## config.mk

```make
export PLATFORM = sky130hd
export DESIGN_NAME = axi_ahbl_single_bridge
export DESIGN_NICKNAME = d
export VERILOG_FILES = /design/src/rtl/axi_ahbl_single_bridge.sv
export SDC_FILE = /design/constraint.sdc
export NUM_CORES = 1
export LEC_CHECK = 0
export CORE_MARGIN = 8
export CORE_UTILIZATION = 39
export DETAILED_ROUTE_END_ITERATION = 12
export PLACE_DENSITY = 0.79
export SYNTH_ARGS = -nofsm -noshare
export SYNTH_HDL_FRONTEND = slang
export SYNTH_SLANG_ARGS = --single-unit
```

## constraint.sdc

```tcl
create_clock -name aclk -period 2.7 [get_ports aclk]
set_clock_uncertainty 0.15 [all_clocks]
set_input_delay 0.81 -clock aclk [delete_from_list [all_inputs] [get_ports aclk]]
set_output_delay 0.81 -clock aclk [all_outputs]
set_load 0.02 [all_outputs]
```

## src/rtl/axi_ahbl_single_bridge.sv

```systemverilog
`default_nettype none
// ============================================================================
// Module      : axi_ahbl_single_bridge
// Description : AXI4 slave to AHB-Lite master bridge. Every AXI beat becomes
//               one AHB SINGLE NONSEQ transfer. Reads and writes are
//               serialised by round-robin arbitration, and AHB error
//               responses are folded into the AXI responses.
// Revision    : 1.0 - initial release
// ============================================================================
module axi_ahbl_single_bridge #(
    parameter int          ID_W      = 4,
    parameter logic [31:0] ADDR_MASK = 32'hFFFF_FFFF
) (
    input  logic            aclk,
    input  logic            areset,
    input  logic [ID_W-1:0] s_awid,
    input  logic [31:0]     s_awaddr,
    input  logic [7:0]      s_awlen,
    input  logic [2:0]      s_awsize,
    input  logic [1:0]      s_awburst,
    input  logic            s_awvalid,
    output logic            s_awready,
    input  logic [31:0]     s_wdata,
    input  logic [3:0]      s_wstrb,
    input  logic            s_wlast,
    input  logic            s_wvalid,
    output logic            s_wready,
    output logic [ID_W-1:0] s_bid,
    output logic [1:0]      s_bresp,
    output logic            s_bvalid,
    input  logic            s_bready,
    input  logic [ID_W-1:0] s_arid,
    input  logic [31:0]     s_araddr,
    input  logic [7:0]      s_arlen,
    input  logic [2:0]      s_arsize,
    input  logic [1:0]      s_arburst,
    input  logic            s_arvalid,
    output logic            s_arready,
    output logic [ID_W-1:0] s_rid,
    output logic [31:0]     s_rdata,
    output logic [1:0]      s_rresp,
    output logic            s_rlast,
    output logic            s_rvalid,
    input  logic            s_rready,
    output logic [31:0]     m_haddr,
    output logic [1:0]      m_htrans,
    output logic [2:0]      m_hsize,
    output logic [2:0]      m_hburst,
    output logic            m_hwrite,
    output logic [31:0]     m_hwdata,
    input  logic [31:0]     m_hrdata,
    input  logic            m_hready,
    input  logic [1:0]      m_hresp
);

    localparam logic [2:0] S_IDLE   = 3'd0;
    localparam logic [2:0] S_W_DATA = 3'd1;
    localparam logic [2:0] S_W_ADDR = 3'd2;
    localparam logic [2:0] S_W_DPH  = 3'd3;
    localparam logic [2:0] S_B_RESP = 3'd4;
    localparam logic [2:0] S_R_ADDR = 3'd5;
    localparam logic [2:0] S_R_DPH  = 3'd6;
    localparam logic [2:0] S_R_RESP = 3'd7;

    localparam logic [1:0] c_htrans_idle   = 2'b00;
    localparam logic [1:0] c_htrans_nonseq = 2'b10;
    localparam logic [1:0] c_resp_okay     = 2'b00;
    localparam logic [1:0] c_resp_slverr   = 2'b10;

    logic [2:0]      r_state;
    logic [ID_W-1:0] r_id;
    logic [31:0]     r_addr;
    logic [7:0]      r_len;
    logic [2:0]      r_size;
    logic            r_fixed;
    logic            r_unsup;
    logic [7:0]      r_count;
    logic            r_err;
    logic [31:0]     r_wdata;
    logic [31:0]     r_rdata;
    logic [1:0]      r_rresp;
    logic            r_rlast;
    logic            r_last_grant_rd;

    logic            w_grant_wr;
    logic            w_grant_rd;
    logic            w_aw_unsup;
    logic            w_ar_unsup;
    logic            w_last;
    logic            w_addr_phase;
    logic [31:0]     w_next_addr;
    logic            w_unused;

    // Strobes and wlast carry no information here: hsize selects lanes and
    // the latched length decides where the burst ends.
    assign w_unused = ^{s_wstrb, s_wlast};

    // Round-robin: a lone request always wins; on a tie the channel that was
    // not served last goes first.
    assign w_grant_wr = s_awvalid && (!s_arvalid || r_last_grant_rd);
    assign w_grant_rd = s_arvalid && (!s_awvalid || !r_last_grant_rd);

    // Sizes above a word and WRAP/reserved bursts are answered with SLVERR
    // without touching the AHB side.
    assign w_aw_unsup = (s_awsize > 3'd2) || s_awburst[1];
    assign w_ar_unsup = (s_arsize > 3'd2) || s_arburst[1];

    assign w_last       = (r_count == r_len);
    assign w_addr_phase = ((r_state == S_W_ADDR) || (r_state == S_R_ADDR)) && !r_unsup;
    assign w_next_addr  = r_fixed ? r_addr : (r_addr + (32'd1 << r_size));

    assign s_awready = (r_state == S_IDLE) && w_grant_wr;
    assign s_arready = (r_state == S_IDLE) && w_grant_rd;
    assign s_wready  = (r_state == S_W_DATA);
    assign s_bvalid  = (r_state == S_B_RESP);
    assign s_bid     = r_id;
    assign s_bresp   = r_err ? c_resp_slverr : c_resp_okay;
    assign s_rvalid  = (r_state == S_R_RESP);
    assign s_rid     = r_id;
    assign s_rdata   = r_rdata;
    assign s_rresp   = r_rresp;
    assign s_rlast   = r_rlast;

    assign m_htrans = w_addr_phase ? c_htrans_nonseq : c_htrans_idle;
    assign m_haddr  = r_addr & ADDR_MASK;
    assign m_hsize  = r_size;
    assign m_hburst = 3'b000;
    assign m_hwrite = (r_state == S_W_ADDR);
    assign m_hwdata = r_wdata;

    // Bridge sequencer: arbitration, per-beat AHB transfer and AXI response.
    always_ff @(posedge aclk) begin
        if (areset) begin
            r_state         <= S_IDLE;
            r_id            <= '0;
            r_addr          <= '0;
            r_len           <= '0;
            r_size          <= '0;
            r_fixed         <= 1'b0;
            r_unsup         <= 1'b0;
            r_count         <= '0;
            r_err           <= 1'b0;
            r_wdata         <= '0;
            r_rdata         <= '0;
            r_rresp         <= '0;
            r_rlast         <= 1'b0;
            r_last_grant_rd <= 1'b1;
        end else begin
            case (r_state)
                S_IDLE: begin
                    if (w_grant_wr) begin
                        r_id            <= s_awid;
                        r_addr          <= s_awaddr;
                        r_len           <= s_awlen;
                        r_size          <= s_awsize;
                        r_fixed         <= (s_awburst == 2'b00);
                        r_unsup         <= w_aw_unsup;
                        r_count         <= '0;
                        r_err           <= 1'b0;
                        r_last_grant_rd <= 1'b0;
                        r_state         <= S_W_DATA;
                    end else if (w_grant_rd) begin
                        r_id            <= s_arid;
                        r_addr          <= s_araddr;
                        r_len           <= s_arlen;
                        r_size          <= s_arsize;
                        r_fixed         <= (s_arburst == 2'b00);
                        r_unsup         <= w_ar_unsup;
                        r_count         <= '0;
                        r_err           <= 1'b0;
                        r_last_grant_rd <= 1'b1;
                        r_state         <= S_R_ADDR;
                    end
                end
                S_W_DATA: begin
                    if (s_wvalid) begin
                        r_wdata <= s_wdata;
                        if (r_unsup) begin
                            // Drain the beat locally and flag the burst.
                            r_err <= 1'b1;
                            if (w_last) begin
                                r_state <= S_B_RESP;
                            end else begin
                                r_count <= r_count + 8'd1;
                            end
                        end else begin
                            r_state <= S_W_ADDR;
                        end
                    end
                end
                S_W_ADDR: begin
                    if (m_hready) begin
                        r_state <= S_W_DPH;
                    end
                end
                S_W_DPH: begin
                    if (m_hready) begin
                        if (m_hresp != 2'b00) begin
                            r_err <= 1'b1;
                        end
                        r_addr <= w_next_addr;
                        if (w_last) begin
                            r_state <= S_B_RESP;
                        end else begin
                            r_count <= r_count + 8'd1;
                            r_state <= S_W_DATA;
                        end
                    end
                end
                S_B_RESP: begin
                    if (s_bready) begin
                        r_state <= S_IDLE;
                    end
                end
                S_R_ADDR: begin
                    if (r_unsup) begin
                        r_rdata <= '0;
                        r_rresp <= c_resp_slverr;
                        r_rlast <= w_last;
                        r_state <= S_R_RESP;
                    end else if (m_hready) begin
                        r_state <= S_R_DPH;
                    end
                end
                S_R_DPH: begin
                    if (m_hready) begin
                        r_rdata <= m_hrdata;
                        r_rresp <= (m_hresp != 2'b00) ? c_resp_slverr : c_resp_okay;
                        r_rlast <= w_last;
                        r_addr  <= w_next_addr;
                        r_state <= S_R_RESP;
                    end
                end
                S_R_RESP: begin
                    if (s_rready) begin
                        if (r_rlast) begin
                            r_state <= S_IDLE;
                        end else begin
                            r_count <= r_count + 8'd1;
                            r_state <= S_R_ADDR;
                        end
                    end
                end
                default: r_state <= S_IDLE;
            endcase
        end
    end

endmodule
`default_nettype wire

```

==> results.cfg, run 1 <==
[run_status]
status = finished, final reports clean

[min_path]
min_path_type = reg2reg
min_delay_worst_endpoint = s_rdata[6]$_SDFFE_PP0P_
whs_path_depth = 2
min_from = s_rdata[6]$_SDFFE_PP0P_

[layout]
fillers = 1467
final_area_um2 = 11000
antenna_cells = 0
ff_latch_area_um2 = 2570
layout_commonest_cell = clkdlybuf4s50_1
instances_no_fill = 1408
area.growth.synth_to_final_pct = 58.7
final_cell_mix = 278 x clkdlybuf4s50_1, 143 x nand2_1, 125 x dfxtp_1
multi_input_area_um2 = 4010
drive_gt1_frac = 0.112
nets = 1357

[worst_setup_path]
path_cells = and3b_1 -> ha_4 -> o211ai_1 -> o21ai_2 -> o2111a_2 -> buf_4 -> nand4_1 -> or4_1 -> a31oi_1
crit_path_top_delay_cell = or4_1
arrival_ns = 2.83
rr_endpoint = m_haddr[16]$_SDFFE_PP0P_
setup.worst_path.class = reg2reg
startpoint_type = register
regToRegSetupSlack_ns = 0.06
reg2regPathDepth = 9
end_kind = register
cp_max_fo = 9
required_ns = 2.89
cpLargestDelayFamily = compound AO/OA/AOI/OAI gates
r2r_start = m_hsize[1]$_SDFFE_PP0P_
slowest_delay_ns = 0.42
cp_num_buf_inv = 1

[place]
place_hpwl_um = 18200
io_buffer_count = 288
gp_congestion = 0.883
dp.cells = 1371
place_area_um2 = 10200

[drt]
dr.pass1.iters = 5
drt_iter0_markers = 445
ant_nets = 0
viasPerCell = 5.32
routed_wirelength_um = 24200
route.detailed.drc = 0
wl_per_cell_um = 17.2
vias = 7488

[floorplan]
initial_utilization = 0.400
rows = 48
core_area_um2 = 17300
die_area_um2 = 22300
die_w_um = 149
die_y_um = 149
top_level_ports = 300

[clocking]
clkLatencyLatePin_ns = 0.42
htreeDepth = 4
cts_num_sinks = 128
clk_pin_slew_ns = 0.06
cts_buffers = 17
tritoncts = done
clock_tree.root_cell = clkbuf_16
cts_buffer_depth = 2

[sta]
finalHoldViolCount = 0
tns_ns = 0
fmax_mhz = 379
rsz0062_at_grt = yes
min_period_ns = 2.64
drv_slew = 0
min_period_over_period = 0.978
setup_viol = 0
whs_ns = 0.298

[global_routing]
grt_overflow_total = 0
grt_pass1_wl_um = 38100
grt_usage = 0.211
grt_max_degree = 59
antenna_found_initial = 1
grt_pass1_vias = 7349

[power]
powerDensity_nw_per_um2 = 902
leakagePower_nw = 4.10
ir_drop_v = 0.000453

[yosys]
yosysWarningCount = 0
synth_edf_count = 0
synth_area_um2 = 6920
synth-seq-area-share = 0.370
ys_types = 64
synth_area_per_cell_um2 = 7.92
synthFlopType = dfxtp_1
syn_inst = 874
async_flop_share = 0
synth-seq-cells = 128

[job]
drv_cap = 0
stage by stage:
step                worst slack [ns]  total power (W)   util
detailed placement            -0.562          0.00730  0.591
global placement              -0.558          0.00722  0.591
finish                        0.0593          0.00990  0.635
CTS                          0.00244          0.00991  0.629
floorplan                    -0.0113          0.00532      -
global route                 -0.0441           0.0105  0.635
logic make-up (layout without fill, tap and decap cells):
kind of cell	Yosys count	in the layout	share of synthesized area
xor gates and xnor gates	22	22	0.0278
adders and majority gates	10	10	0.0192
other	1	6	0.000542
muxes	58	58	0.0846
and+or+nand+nor	352	352	0.240
buffers and inverters	85	389	0.0658
AOI/OAI and AO/OA	218	218	0.191
DFF	128	128	0.370
what timing repair did:
item                                    CTS  global route
gates resized for setup                  22            24
hold buffers                              0             0
endpoints found under the setup margin   14            14
hold endpoints to repair                  0             0
buffers inserted                          0             5
pin swaps                                 0             9
area by class of cell:
| class | instances | share of cell area |
|---|---|---|
| Multi-Input combinational cell | 666 | 0.365 |
| Sequential cell | 128 | 0.234 |
| Inverter | 8 | 0.00273 |
| Clock inverter | 14 | 0.0207 |
| Clock buffer | 18 | 0.0400 |
| Timing Repair Buffer | 349 | 0.312 |
| Tap cell | 225 | 0.0256 |
synthesized netlist by cell type, types with 3 or more instances:
cell      number  area share
nor3b_1        5      0.0054
clkbuf_1      41       0.022
mux2i_1       54       0.078
dfxtp_1      128        0.37
ha_1           9       0.016
nand4_1       12       0.011
buf_2         14       0.010
nor2_1        54       0.029
clkbuf_8       4      0.0080
inv_1          8      0.0043
and2_1         9      0.0081
o211ai_1      13       0.014
nand3_1       51       0.037
nor3_1        31       0.022
and3_1         5      0.0045
mux2_2         4      0.0065
nand2b_1       4      0.0036
a211oi_1      23       0.025
buf_6          3      0.0049
nor4_1         8      0.0072
a31oi_1       18       0.016
a21oi_1      112       0.081
o21ai_0       14       0.010
or3_1          3      0.0027
xor2_1         4      0.0051
buf_4         15       0.016
o311ai_0       3      0.0038
a21o_1         8      0.0087
or4_1         11       0.012
nand2_1      143       0.078
xnor2_1       18       0.023
o22ai_1        7      0.0063
tightest hold or removal path: cells and delay by family (launching register included):
kind             cells  cell delay, ns
flip-flops           1            0.30
AND/OR/NAND/NOR      1            0.05
AO/OA/AOI/OAI        1            0.05
power breakdown:
part	switching, W	internal, W	leakage (nW)
clock	0.000907	0.00168	0.322
sequential	0.000506	0.00232	1.05
combinational	0.00233	0.00216	2.73
total	0.00374	0.00616	4.10
layer usage:
| metal | GRT usage | vias up | share of wire |
|---|---|---|---|
| met5 | 0 | - | 0.00046 |
| met3 | 0.0719 | 52 | 0.089 |
| met4 | 0.0964 | 2 | 0.034 |
| li1 | - | 3719 | - |
| met2 | 0.345 | 279 | 0.49 |
| met1 | 0.245 | 3436 | 0.39 |
sequential cells by signal (all words and copies together) (netlist names):
name,cells
m_haddr,32
m_hwdata,32
s_rdata,32
r_count,8
r_len,8
s_bid,4
m_hsize,3
r_state,3
r_err,1
r_fixed,1
r_last_grant_rd,1
r_unsup,1
s_rlast,1
s_rresp,1
worst max path at each step:
stage / depth (start not counted) / slack (ns) / from / endpoint
2_1_floorplan: 8 / -0.01 / m_hsize[0]$_SDFFE_PP0P_ / m_haddr[25]$_SDFFE_PP0P_
3_3_place_gp: 4 / -0.56 / s_arvalid / s_arready
3_5_place_dp: 4 / -0.56 / s_arvalid / s_arready
4_1_cts: 3 / 0.002 / r_state[2]$_SDFFE_PP0P_ / s_arready
5_1_grt: 9 / -0.04 / m_hsize[2]$_SDFFE_PP0P_ / m_haddr[16]$_SDFFE_PP0P_
6_report: 9 / 0.06 / m_hsize[1]$_SDFFE_PP0P_ / m_haddr[16]$_SDFFE_PP0P_
Note: power is estimated with default switching activity, not from simulation.
==> run 2, diff against run 1 <==
SLEW_MARGIN = 20   (was default)
==> results of run 2 <==
The final DEF is identical to that of run 1; final timing and power are the same.
